## src/rtl/alu_result_display.sv

```systemverilog
// rtl/alu_result_display.sv - ALU result to 4-digit seven-segment display with sign/overflow LEDs
//
// Accepts one ALU result word per valid/ready handshake, interprets it as a
// signed value (6-bit for add/sub/div, 12-bit for mul), converts the
// magnitude to BCD with a 12-step shift-add-3 engine and scans the result
// onto a multiplexed 4-digit display with leading-zero blanking.
//
// Ports:
//   clk         in   system clock, rising edge
//   rst         in   asynchronous active-high reset
//   c_in        in   [11:0] ALU result word
//   op_in       in   [1:0]  opcode: 00 add, 01 sub, 10 mul, 11 div
//   overflow_in in   ALU overflow flag for this word
//   valid_in    in   word valid
//   ready_out   out  idle, able to accept a word
//   seg_out     out  [6:0] segments {g,f,e,d,c,b,a}, active-high
//   dig_out     out  [3:0] one-hot digit enable, bit0 = units
//   sign_out    out  displayed value is negative
//   ovf_out     out  overflow of the displayed result
module alu_result_display #(
  parameter int SCAN_DIV = 4
) (
  input  logic        clk,
  input  logic        rst,
  input  logic [11:0] c_in,
  input  logic [1:0]  op_in,
  input  logic        overflow_in,
  input  logic        valid_in,
  output logic        ready_out,
  output logic [6:0]  seg_out,
  output logic [3:0]  dig_out,
  output logic        sign_out,
  output logic        ovf_out
);

  localparam int CW = SCAN_DIV + 2;

  typedef enum logic [1:0] {IDLE, LOAD, CONV, COMMIT} state_t;

  state_t      state, state_nx;
  logic [11:0] c_q;
  logic [1:0]  op_q;
  logic        ovf_q;
  logic        sign_q;
  logic [11:0] mag;
  logic [15:0] bcd;
  logic [3:0]  iter;
  logic [15:0] disp;
  logic [CW-1:0] scan_cnt;

  logic [11:0] value;
  logic [15:0] bcd_adj;
  logic [15:0] disp_nx;
  logic [CW-1:0] scan_nx;
  logic [1:0]  idx_nx;
  logic [3:0]  nib;
  logic        blank;

  function automatic logic [6:0] seg_encode(input logic [3:0] d);
    case (d)
      4'd0:    seg_encode = 7'b0111111;
      4'd1:    seg_encode = 7'b0000110;
      4'd2:    seg_encode = 7'b1011011;
      4'd3:    seg_encode = 7'b1001111;
      4'd4:    seg_encode = 7'b1100110;
      4'd5:    seg_encode = 7'b1101101;
      4'd6:    seg_encode = 7'b1111101;
      4'd7:    seg_encode = 7'b0000111;
      4'd8:    seg_encode = 7'b1111111;
      4'd9:    seg_encode = 7'b1101111;
      default: seg_encode = 7'b0000000;
    endcase
  endfunction

  // Multiply results use the full word; the other ops only produce 6 bits.
  assign value = (op_q == 2'b10) ? c_q : {{6{c_q[5]}}, c_q[5:0]};

  // Add-3 correction on every BCD nibble before the shift.
  always_comb begin
    bcd_adj = bcd;
    for (int i = 0; i < 4; i++) begin
      if (bcd[4*i +: 4] >= 4'd5)
        bcd_adj[4*i +: 4] = bcd[4*i +: 4] + 4'd3;
    end
  end

  always_comb begin
    state_nx = state;
    case (state)
      IDLE:    if (valid_in) state_nx = LOAD;
      LOAD:    state_nx = CONV;
      CONV:    if (iter == 4'd11) state_nx = COMMIT;
      COMMIT:  state_nx = IDLE;
      default: state_nx = IDLE;
    endcase
  end

  always_ff @(posedge clk or posedge rst) begin
    if (rst) state <= IDLE;
    else     state <= state_nx;
  end

  assign ready_out = (state == IDLE);

  always_ff @(posedge clk or posedge rst) begin
    if (rst) begin
      c_q      <= '0;
      op_q     <= '0;
      ovf_q    <= 1'b0;
      sign_q   <= 1'b0;
      mag      <= '0;
      bcd      <= '0;
      iter     <= '0;
      disp     <= '0;
      sign_out <= 1'b0;
      ovf_out  <= 1'b0;
    end else begin
      case (state)
        IDLE: if (valid_in) begin
          c_q   <= c_in;
          op_q  <= op_in;
          ovf_q <= overflow_in;
        end
        LOAD: begin
          sign_q <= value[11];
          // Two's-complement negate; -2048 stays 0x800 which reads as 2048.
          mag    <= value[11] ? (~value + 12'd1) : value;
          bcd    <= '0;
          iter   <= '0;
        end
        CONV: begin
          {bcd, mag} <= {bcd_adj[14:0], mag, 1'b0};
          iter       <= iter + 4'd1;
        end
        COMMIT: begin
          disp     <= bcd;
          sign_out <= sign_q;
          ovf_out  <= ovf_q;
        end
        default: ;
      endcase
    end
  end

  // seg_out is registered from next-cycle values so it stays aligned with
  // dig_out (decoded straight from the counter) and with the COMMIT update.
  assign disp_nx = (state == COMMIT) ? bcd : disp;
  assign scan_nx = scan_cnt + 1'b1;
  assign idx_nx  = scan_nx[CW-1 -: 2];

  always_comb begin
    nib   = disp_nx[3:0];
    blank = 1'b0;
    case (idx_nx)
      2'd0: begin nib = disp_nx[3:0];   blank = 1'b0;                   end
      2'd1: begin nib = disp_nx[7:4];   blank = (disp_nx[15:4] == '0);  end
      2'd2: begin nib = disp_nx[11:8];  blank = (disp_nx[15:8] == '0);  end
      2'd3: begin nib = disp_nx[15:12]; blank = (disp_nx[15:12] == '0); end
      default: ;
    endcase
  end

  always_ff @(posedge clk or posedge rst) begin
    if (rst) begin
      scan_cnt <= '0;
      seg_out  <= 7'b0111111;
    end else begin
      scan_cnt <= scan_nx;
      seg_out  <= blank ? 7'b0000000 : seg_encode(nib);
    end
  end

  assign dig_out = 4'b0001 << scan_cnt[CW-1 -: 2];

endmodule
```

## config.mk

```make
export PLATFORM = sky130hd
export DESIGN_NAME = alu_result_display
export DESIGN_NICKNAME = d
export VERILOG_FILES = /design/src/rtl/alu_result_display.sv
export SDC_FILE = /design/constraint.sdc
export NUM_CORES = 1
export LEC_CHECK = 0
export ABC_CLOCK_PERIOD_IN_PS = 6000
export BUFFER_PORTS_ARGS = -buffer_cell sky130_fd_sc_hd__buf_2
export CAP_MARGIN = 10
export CORE_UTILIZATION = 45
export DETAILED_ROUTE_END_ITERATION = 10
export SYNTH_ARGS = -nofsm -noshare
export SYNTH_HDL_FRONTEND = slang
export SYNTH_SLANG_ARGS = --single-unit
```

## constraint.sdc

```tcl
create_clock -name clk -period 6 [get_ports clk]
set_input_delay 0.9 -clock clk [delete_from_list [all_inputs] [get_ports clk]]
set_output_delay 0.9 -clock clk [all_outputs]
set_load 0.05 [all_outputs]
```

==> impl_results.md, run 1 <==
- Status: completed
- Top FF cell, synth: dfrtp_1
- Met3 usage: between 2 and 3%
- Gp weighted congestion: 0.793
- Crit share post-route: 51.6%
- Reg clk slew, reported paths: 0.08 ns
- P_sw: roughly 0.75 mW
- Die Ht: between 90 and 100 microns
- Reg power frac: 39.8%
- N_diodes: 0
- Mapped Nets: 438
- Arrival time at the worst endpoint: about 3.4 ns
- Post-place setup slack: ~3 ns
- Nets: 468
- Seq/Total Area, Yosys: 48.3%
- Final std cells w/o fill: between 500 and 600
- Synth Register Bits: 81
- Yosys cell types: 45
- Synth cell count leaders: dfrtp_1, inv_1, o21ai_0
- P&R area growth vs syn: 10.6%
- Routed via count: ~2,900
- HPWL after detailed placement: 5340 microns
- Starting Density: 47.4%
- Root buffer cell: clkbuf_8
- Final TNS setup: 0 ns
- Post-synth EDFFs: 0
- Internal power: 1.22 mW
- DRT iter0 DRCs: 123
- Number of detailed-route iterations in the first pass: 4
- Total CTS buffers: 9
- Aggregate global-route resource usage: approximately 17%
- Minimum clock period: 3.09 ns
- Top cell type's share of synthesized area: 44.5%
- Max Cap Viol: 0
- DR vias/cell: ~5.3
- Slew HR: 26.5%
- Final WS setup: around 2.9 ns
- PortBufs: 31
- Die Span X: slightly below 100 microns
- Leakage: 2.21 nW
- Worst-Skew Late Latency: 0.35 ns
- Fill cell count: between 800 and 900
- Setup Buffers After CTS: 0
- WL final: 7740 microns
- Met1 GRT Util: a little under a quarter
- Power density cells: 422 mW/mm^2
- CTS tree: done
- Skew final: 0.00972 ns
- Critical Path RT: 6.26 ns
- Total gr overflow: 0
- H-Tree Depth: 3
- Synthesized area: approximately 0.0042 sq mm
- Leading post-synthesis cells by cell area: dfrtp_1, mux2_2, ha_1
- Resized cells post-CTS: 0
- Initial antenna violation count: 0
- Slew Limit Fails: 0
- Total power: 1.97 mW
- Max FO, Critical Path: 21
- Placed cell count: between 500 and 600
- Largest net degree at the start of global routing: 82
- YS warnings: 0
- Core Area: between 0.008 and 0.009 sq mm
- Clock power frac: approximately a fifth
- M2 GR Usage: 27.2%
- Post-route DRC: 0
- Worst min path class: flip-flop to flip-flop
- Combinational power share: 39.4%
- Fmax: 323 MHz
- CP endpoint kind: flip-flop
- Gr busiest metal: met2
- First-pass GRT wire length: 13,200 microns
- Avg WL per Cell: 14.3 microns
- Clock tree sinks: 81
- Top-count cell post-synth: dfrtp_1
- RSZ-0062 raised after global routing: no
- Mapped Cells: 400
- Vias in the first global route: about 2,800
- Max rail drop VDD: 383 uV
- Share of cells above drive strength 1: 20.0%
- Worst Tran Pin Value: 1.10 ns
- Synth area leader: dfrtp_1
- # rows: 34
- Critical path startpoint category: flip-flop
- Die area: 0.00976 sq mm
- CTS hold repair buffers: 0
- FFs w/ async S/R, synth: 100%
- Synthesized area per cell: approximately 11 sq um
- Clock buffer depth: 2
- Endpoints failing setup: 0
- Hold Violations, Final: 0
- I/O pin count: 32
- Routed Antenna Nets: 0
- Sw frac: 38.1%
- Crit Path Category: flip-flop to flip-flop
power groups by stage:
| stage | logic, mW | clock network [mW] | registers (mW) |
|---|---|---|---|
| after global routing | 0.874 | 0.445 | 0.804 |
| after floorplan | 0.623 | 0 | 0.788 |
| after global placement | 0.766 | 0 | 0.790 |
| after detailed placement | 0.786 | 0 | 0.794 |
| after CTS | 0.787 | 0.423 | 0.784 |
| final | 0.775 | 0.410 | 0.782 |
worst max-delay path: stages, from the launching register on:
cell and delay, ns:
dfrtp_1 0.40, ha_1 0.90, mux2i_1 0.33, inv_1 0.09
mux4_1 0.64, inv_1 0.19, ha_1 0.18, mux2i_1 0.07
o21ai_0 0.19
metal layers:
layer	wire (microns)	share of wire, %
met3	241	3.1
met1	3840	50
met2	3560	46
met5	0	0
met4	104	1.3
logic make-up after synthesis:
group	Yosys count	share of synthesized area (%)
AOI/OAI and AO/OA	80	11.3
adders and majority gates	20	5.94
xor gates and xnor gates	17	3.53
and+or+nand+nor	87	10.2
muxes	50	14.6
buffers and inverters	65	6.18
DFF	81	48.3
flip-flops by register name (all words and copies together) (netlist names), 2 cells and up:
register and flops:
scan_cnt 6, bcd 16, iter 4, mag 12
seg_out 7, disp 16, op_q 2, state 2
c_q 12
metrics by stage:
| stage | hold slack [ns] | utilization, % | cell area [sq um] |
|---|---|---|---|
| floorplan | 0.439 | - | 4210 |
| global placement | 0.464 | 50.1 | 4460 |
| detailed placement | 0.468 | 50.1 | 4460 |
| CTS | 0.485 | 52.4 | 4660 |
| global route | 0.507 | 52.4 | 4660 |
| finish | 0.477 | 52.4 | 4660 |
path summary, 6_finish.rpt:
path                             start     endpoint  slack, ns  cells past startpoint
max                           state[0]   seg_out[5]       2.91                      8
min in group asynchronous          rst  scan_cnt[0]       0.84                      3
min reg2reg                scan_cnt[0]  scan_cnt[0]       0.48                      1
min                        scan_cnt[0]  scan_cnt[0]       0.48                      1
max reg2reg                   state[0]   seg_out[5]       2.91                      8
max in group asynchronous          rst      bcd[11]       4.50                      3
cells in the final DEF, fill, tap and decap left out, drive strengths merged, types with 3 or more instances in the layout:
| cell type | count |
|---|---|
| dfrtp | 75 |
| inv | 49 |
| buf | 34 |
| o21ai | 30 |
| mux2 | 26 |
| nand2 | 23 |
| ha | 20 |
| mux2i | 19 |
| nor2 | 19 |
| a21oi | 18 |
| clkbuf | 12 |
| xnor2 | 11 |
| o22ai | 11 |
| nand3 | 10 |
| nor3 | 7 |
| nand2b | 6 |
| xor2 | 6 |
| dfstp | 6 |
| and3 | 5 |
| mux4 | 5 |
| o211ai | 4 |
| o32ai | 4 |
| nor2b | 3 |
| or3 | 3 |
| o311ai | 3 |
| nand4 | 3 |
| clkinv | 3 |
area by class of cell:
| type | instances | area, sq um | share of cell area, % |
|---|---|---|---|
| Inverter | 50 | 189 | 4.05 |
| Timing Repair Buffer | 34 | 178 | 3.81 |
| Clock buffer | 12 | 155 | 3.33 |
| Tap cell | 108 | 135 | 2.90 |
| Sequential cell | 81 | 2030 | 43.6 |
| Clock inverter | 4 | 51.3 | 1.10 |
| Multi-Input combinational cell | 254 | 1920 | 41.2 |
Power figures use the tool's default switching activity.
==> run 2: changes to the inputs <==
--- a/config.mk
+++ b/config.mk
@@ -5,7 +5,7 @@
 export SDC_FILE = /design/constraint.sdc
 export NUM_CORES = 1
 export LEC_CHECK = 0
-export ABC_CLOCK_PERIOD_IN_PS = 6000
+export ABC_CLOCK_PERIOD_IN_PS = 3200
 export BUFFER_PORTS_ARGS = -buffer_cell sky130_fd_sc_hd__buf_2
 export CAP_MARGIN = 10
 export CORE_UTILIZATION = 45
==> constraint.sdc (replaced) <==
create_clock -name clk -period 3.2 [get_ports clk]
set_input_delay 0.48 -clock clk [delete_from_list [all_inputs] [get_ports clk]]
set_output_delay 0.48 -clock clk [all_outputs]
set_load 0.05 [all_outputs]
==> run 2 against run 1 <==
- utilization grew 0.15 points
- clock power grew 85%
- combinational power grew 90%
- sequential power grew 88%
- critical path type unchanged
- highest routed layer unchanged
==> impl_results.md, run 2 (synthesis results as in run 1) <==
- N_diodes: 0
- Final TNS setup: 0 ns
- Total CTS buffers: 9
- Internal power: roughly 2.3 mW
- Crit path max-delay family: multiplexers
- Worst-path cell chain: ha_1, nand3_1, xnor2_1, mux4_1, inv_1, ha_1, mux2i_1, o21ai_0
- Avg WL per Cell: ~15 microns
- Slew Limit Fails: 0
- P_sw: 1.43 mW
- Worst r2r path cells: 8
- Max Cap Viol: 0
- Worst min path class: input pin to asynchronous set/reset pin
- Fin util: 52.6%
- Final WS setup: ~0.46 ns
- Minimum clock period: around 2.7 ns
- Routed via count: 2,892
- Initial antenna violation count: 0
- WL final: a little under 8000 microns
- Arrival time at the worst endpoint: about 3 ns
- Sw frac: 38.6%
- RR Endpoint: seg_out[5]
- Number of detailed-route iterations in the first pass: 4
- Reg2Reg Launch Point: scan_cnt[0]
- Reg2Reg Setup Slack: 0.46 ns
- Hold Violations, Final: 0
- Post-place setup slack: 0.470 ns
- Core Area: 0.00889 sq mm
- Resized cells post-CTS: 0
- Die area: between 0.009 and 0.01 sq mm
- Routed Antenna Nets: 0
- Max rail drop VDD: ~440 uV
- H-Tree Depth: 3
- Worst-Skew Late Latency: about 0.36 ns
- Aggregate global-route resource usage: 18.2%
- HPWL after detailed placement: 5720 microns
- Buf+Inv Stages, Crit Path: 1
- Reg power frac: 39.7%
- Clock tree sinks: 81
- Worst hold slack: 0.101 ns
- PortBufs: 31
- Most common cell type on the critical path: ha_1
- Die Span X: around 100 microns
- Clock buffer depth: 2
- Clock power frac: 20.5%
- Largest net degree at the start of global routing: 33
- DR WL met2: 3690 microns
- Crit share post-route: 85.5%
- CTS tree: done
- DR vias/cell: around 5.3
- Endpoints failing setup: 0
- Fmax: 366 MHz
- Starting Density: 47.4%
- Worst Tran Pin Value: 0.720 ns
- Setup Buffers After CTS: 0
- Vias in the first global route: about 2,900
- Share of cells above drive strength 1: 20.3%
- Slew HR: 50.6%
- Critical path startpoint category: flip-flop
- DRT iter0 DRCs: between 100 and 150
- Met3 WL: 247 microns
- Gp weighted congestion: 0.818
- RSZ-0062 raised after global routing: no
- Status: completed
- I/O pin count: 32
- Top sig layer: met4
- Die Ht: 98.8 microns
- Fill cell count: about 790
- Routed met1 length: about 3900 microns
- Max stage delay on crit path: 0.77 ns
- Reg clk slew, reported paths: 0.08 ns
- Combinational power share: around 40%
- Nets: 471
- Crit Path Category: flip-flop to flip-flop
- Critical Path RT: about 3.5 ns
- Root buffer cell: clkbuf_8
- CTS hold repair buffers: 0
- Most common cell after layout, fill and taps aside: dfrtp_1
- P&R area growth vs syn: 11.0%
- # rows: 34
- Max FO, Critical Path: 7
- Largest regs: bcd x16, disp x16
- First-pass GRT wire length: 13,800 microns
- Skew final: 0.00797 ns
- Leakage: between 2 and 2.5 nW
- Total gr overflow: 0
- Power density cells: 792 mW/mm^2
- Most frequent cells in the layout: dfrtp_1, inv_1, buf_2
- Post-route DRC: 0
- Total power: 3.70 mW
- CP endpoint kind: flip-flop
- CP max stage cell: mux4_1
[run 2: cell types whose count changed in the layout (fill, tap and decap cells not counted)]
cell,change
clkbuf_1,+1
clkinv_2,-1
clkinv_4,-1
buf_4,+3
clkinvlp_4,+2
clkbuf_8,-1
[run 2: power groups by stage]
stage | Combinational, mW | Sequential, mW | Clock [mW]
5_1_grt | 1.67 | 1.51 | 0.827
3_5_place_dp | 1.49 | 1.49 | 0
4_1_cts | 1.49 | 1.47 | 0.792
3_3_place_gp | 1.45 | 1.48 | 0
2_1_floorplan | 1.17 | 1.48 | 0
6_report | 1.47 | 1.47 | 0.760
[run 2: layout make-up]
cell class                 instances  area [sq um]  share of cell area [%]
clock buffer                      12           145                    3.10
timing repair buffer              37           200                    4.28
tap                              108           135                    2.89
sequential                        81          2030                    43.5
multi-input combinational        254          1920                    41.0
clock inverter                     4          52.6                    1.12
inverter                          50           189                    4.04
[run 2: how the worst max path moves through the flow]
stage	start	endpoint	slack [ns]	depth (start not counted)
after floorplan	rst	bcd[0]	0.65	1
after global placement	scan_cnt[0]	seg_out[3]	0.60	6
after detailed placement	scan_cnt[0]	seg_out[5]	0.47	8
after CTS	scan_cnt[0]	seg_out[5]	0.47	8
after global routing	scan_cnt[0]	seg_out[5]	0.20	8
final	scan_cnt[0]	seg_out[5]	0.46	8
[run 2: layer usage]
| metal | vias up | global-route usage (%) |
|---|---|---|
| li1 | 1449 | - |
| met1 | 1390 | 24.6 |
| met2 | 42 | 28.8 |
| met3 | 11 | 4.04 |
| met4 | 0 | 6.89 |
| met5 | - | 0 |
[run 2: through the flow]
stage | cell area [sq um] | std cells
final | 4680 | 546
after floorplan | 4210 | 400
after detailed placement | 4480 | 530
after CTS | 4680 | 546
after global placement | 4480 | 530
after global routing | 4680 | 546
==> run 3: changes to the inputs <==
--- a/config.mk
+++ b/config.mk
@@ -10,6 +10,7 @@
 export CAP_MARGIN = 10
 export CORE_UTILIZATION = 45
 export DETAILED_ROUTE_END_ITERATION = 10
+export PLACE_DENSITY_LB_ADDON = 0.12
 export SYNTH_ARGS = -nofsm -noshare
 export SYNTH_HDL_FRONTEND = slang
 export SYNTH_SLANG_ARGS = --single-unit
==> run 3 against run 2 <==
- worst setup slack lost 0.11 ns
- hold slack gained 0.12 ns
- final area shrank 0.59%
- clock skew grew 0.0020 ns
- flip-flop and latch count is the same
- die area is the same
- final cell count shrank 0.37%
- combinational power is essentially flat
- total power shrank 2.7%
- largest power group unchanged
- highest routed layer unchanged
==> impl_results.md, run 3 (synthesis results as in run 1) <==
- Largest regs: bcd x16, disp x16
- Root buffer cell: clkbuf_8
- I/O pin count: 32
- Final WS setup: 0.352 ns
- Status: completed
- Worst min path class: input pin to asynchronous set/reset pin
- Total CTS buffers: 9
- Routed Antenna Nets: 0
- Avg WL per Cell: 14.4 microns
- Worst Tran Pin Value: 0.753 ns
- Most frequent cells in the layout: dfrtp_1, inv_1, buf_2
- Dpl cell area: 0.00448 sq mm
- Die area: 0.00976 sq mm
- Most common cell after layout, fill and taps aside: dfrtp_1
- DRT iter0 DRCs: 158
- Leakage: about 2.2 nW
- HPWL after detailed placement: 5740 microns
- Largest net degree at the start of global routing: 52
- Endpoints failing setup: 0
- Arrival time at the worst endpoint: about 3.1 ns
- Post-place setup slack: 0.361 ns
- Gp weighted congestion: 0.822
- WL final: 7860 microns
- Vias in the first global route: 2,834
- Max Cap Viol: 0
- Initial antenna violation count: 0
- H-Tree Depth: 3
- Crit share post-route: 89.0%
- CTS hold repair buffers: 0
- Share of cells above drive strength 1: 20.2%
- Setup Buffers After CTS: 0
- Power density cells: a little under 800 mW/mm^2
- Nets: 469
- DR vias/cell: 5.31
- Number of detailed-route iterations in the first pass: 5
- Worst-Skew Late Latency: 0.35 ns
- Die Ht: 98.8 microns
- Final TNS setup: 0 ns
- Total gr overflow: 0
- Total power: 3.60 mW
- Starting Density: a little under half
- PortBufs: 31
- Max FO, Critical Path: 13
- CP endpoint kind: flip-flop
- Crit Path Category: flip-flop to flip-flop
- Max rail drop VDD: 512 uV
- CTS tree: done
- N_diodes: 0
- Post-route DRC: 0
- Critical Path RT: 3.46 ns
- Clock tree sinks: 81
- Slew Limit Fails: 0
- Clock buffer depth: 2
- Routed via count: 2,889
- Slew HR: roughly half
- Worst hold slack: 0.217 ns
- Finished Cell Area: 0.00465 sq mm
- P&R area growth vs syn: 10.3%
- Aggregate global-route resource usage: 17.6%
- Core Area: around 0.009 sq mm
- # rows: 34
- Skew final: around 0.0099 ns
- Die Span X: around 99 microns
- Minimum clock period: 2.85 ns
- RSZ-0062 raised after global routing: no
- Fmax: 351 MHz
- Hold Violations, Final: 0
- Critical path startpoint category: flip-flop
- Reg clk slew, reported paths: about 0.090 ns
- First-pass GRT wire length: about 14,000 microns
- Resized cells post-CTS: 0
-- run 3: cell types whose count changed in the layout (fill, tap and decap cells not counted), sizes merged --
| cell | before | now |
|---|---|---|
| clkinv | 1 | 5 |
| buf | 37 | 35 |
| clkinvlp | 3 | 1 |
| bufinv | 1 | 0 |
| clkbuf | 12 | 11 |
-- run 3: metal layers --
layer	vias up	wire length (microns)	track usage [%]
met1	1387	3770	22.8
met3	10	228	3.55
met2	51	3750	29.4
li1	1441	-	-
met4	0	108	6.08
met5	-	0	0
-- run 3: path summary, 6_finish.rpt --
check | start | to | slack [ns] | cells after the start
max | state[0] | seg_out[5] | 0.35 | 8
min | rst | c_q[9] | 0.22 | 2
max reg2reg | state[0] | seg_out[5] | 0.35 | 8
min reg2reg | scan_cnt[0] | scan_cnt[0] | 0.48 | 1
max in group asynchronous | rst | seg_out[2] | 2.28 | 3
min in group clk | overflow_in | ovf_q | 0.36 | 2
-- run 3: through the flow --
stage          std cells  util, %
3_5_place_dp         528     50.3
5_1_grt              544     52.3
2_1_floorplan        400        -
4_1_cts              544     52.3
3_3_place_gp         528     50.3
6_report             544     52.3
-- run 3: worst max-delay path: stages, from the launching register on --
cell	delay, ns
dfrtp_1	0.40
ha_1	0.62
buf_4	0.31
mux2i_1	0.34
nand2_1	0.09
o311ai_0	0.29
a2bb2oi_1	0.13
o21ai_0	0.41
o21ai_0	0.17
-- run 3: layout make-up --
type | count | area, sq um
Timing Repair Buffer | 35 | 198
Fill cell | 818 | 4240
Clock buffer | 11 | 141
Clock inverter | 5 | 31.3
Sequential cell | 81 | 2030
Multi-Input combinational cell | 254 | 1920
Tap cell | 108 | 135
Inverter | 50 | 189
-- run 3: report_power, final --
| part | switching [mW] | internal [mW] | total, mW |
|---|---|---|---|
| clock | 0.370 | 0.301 | 0.670 |
| sequential | 0.193 | 1.28 | 1.47 |
| combinational | 0.852 | 0.611 | 1.46 |
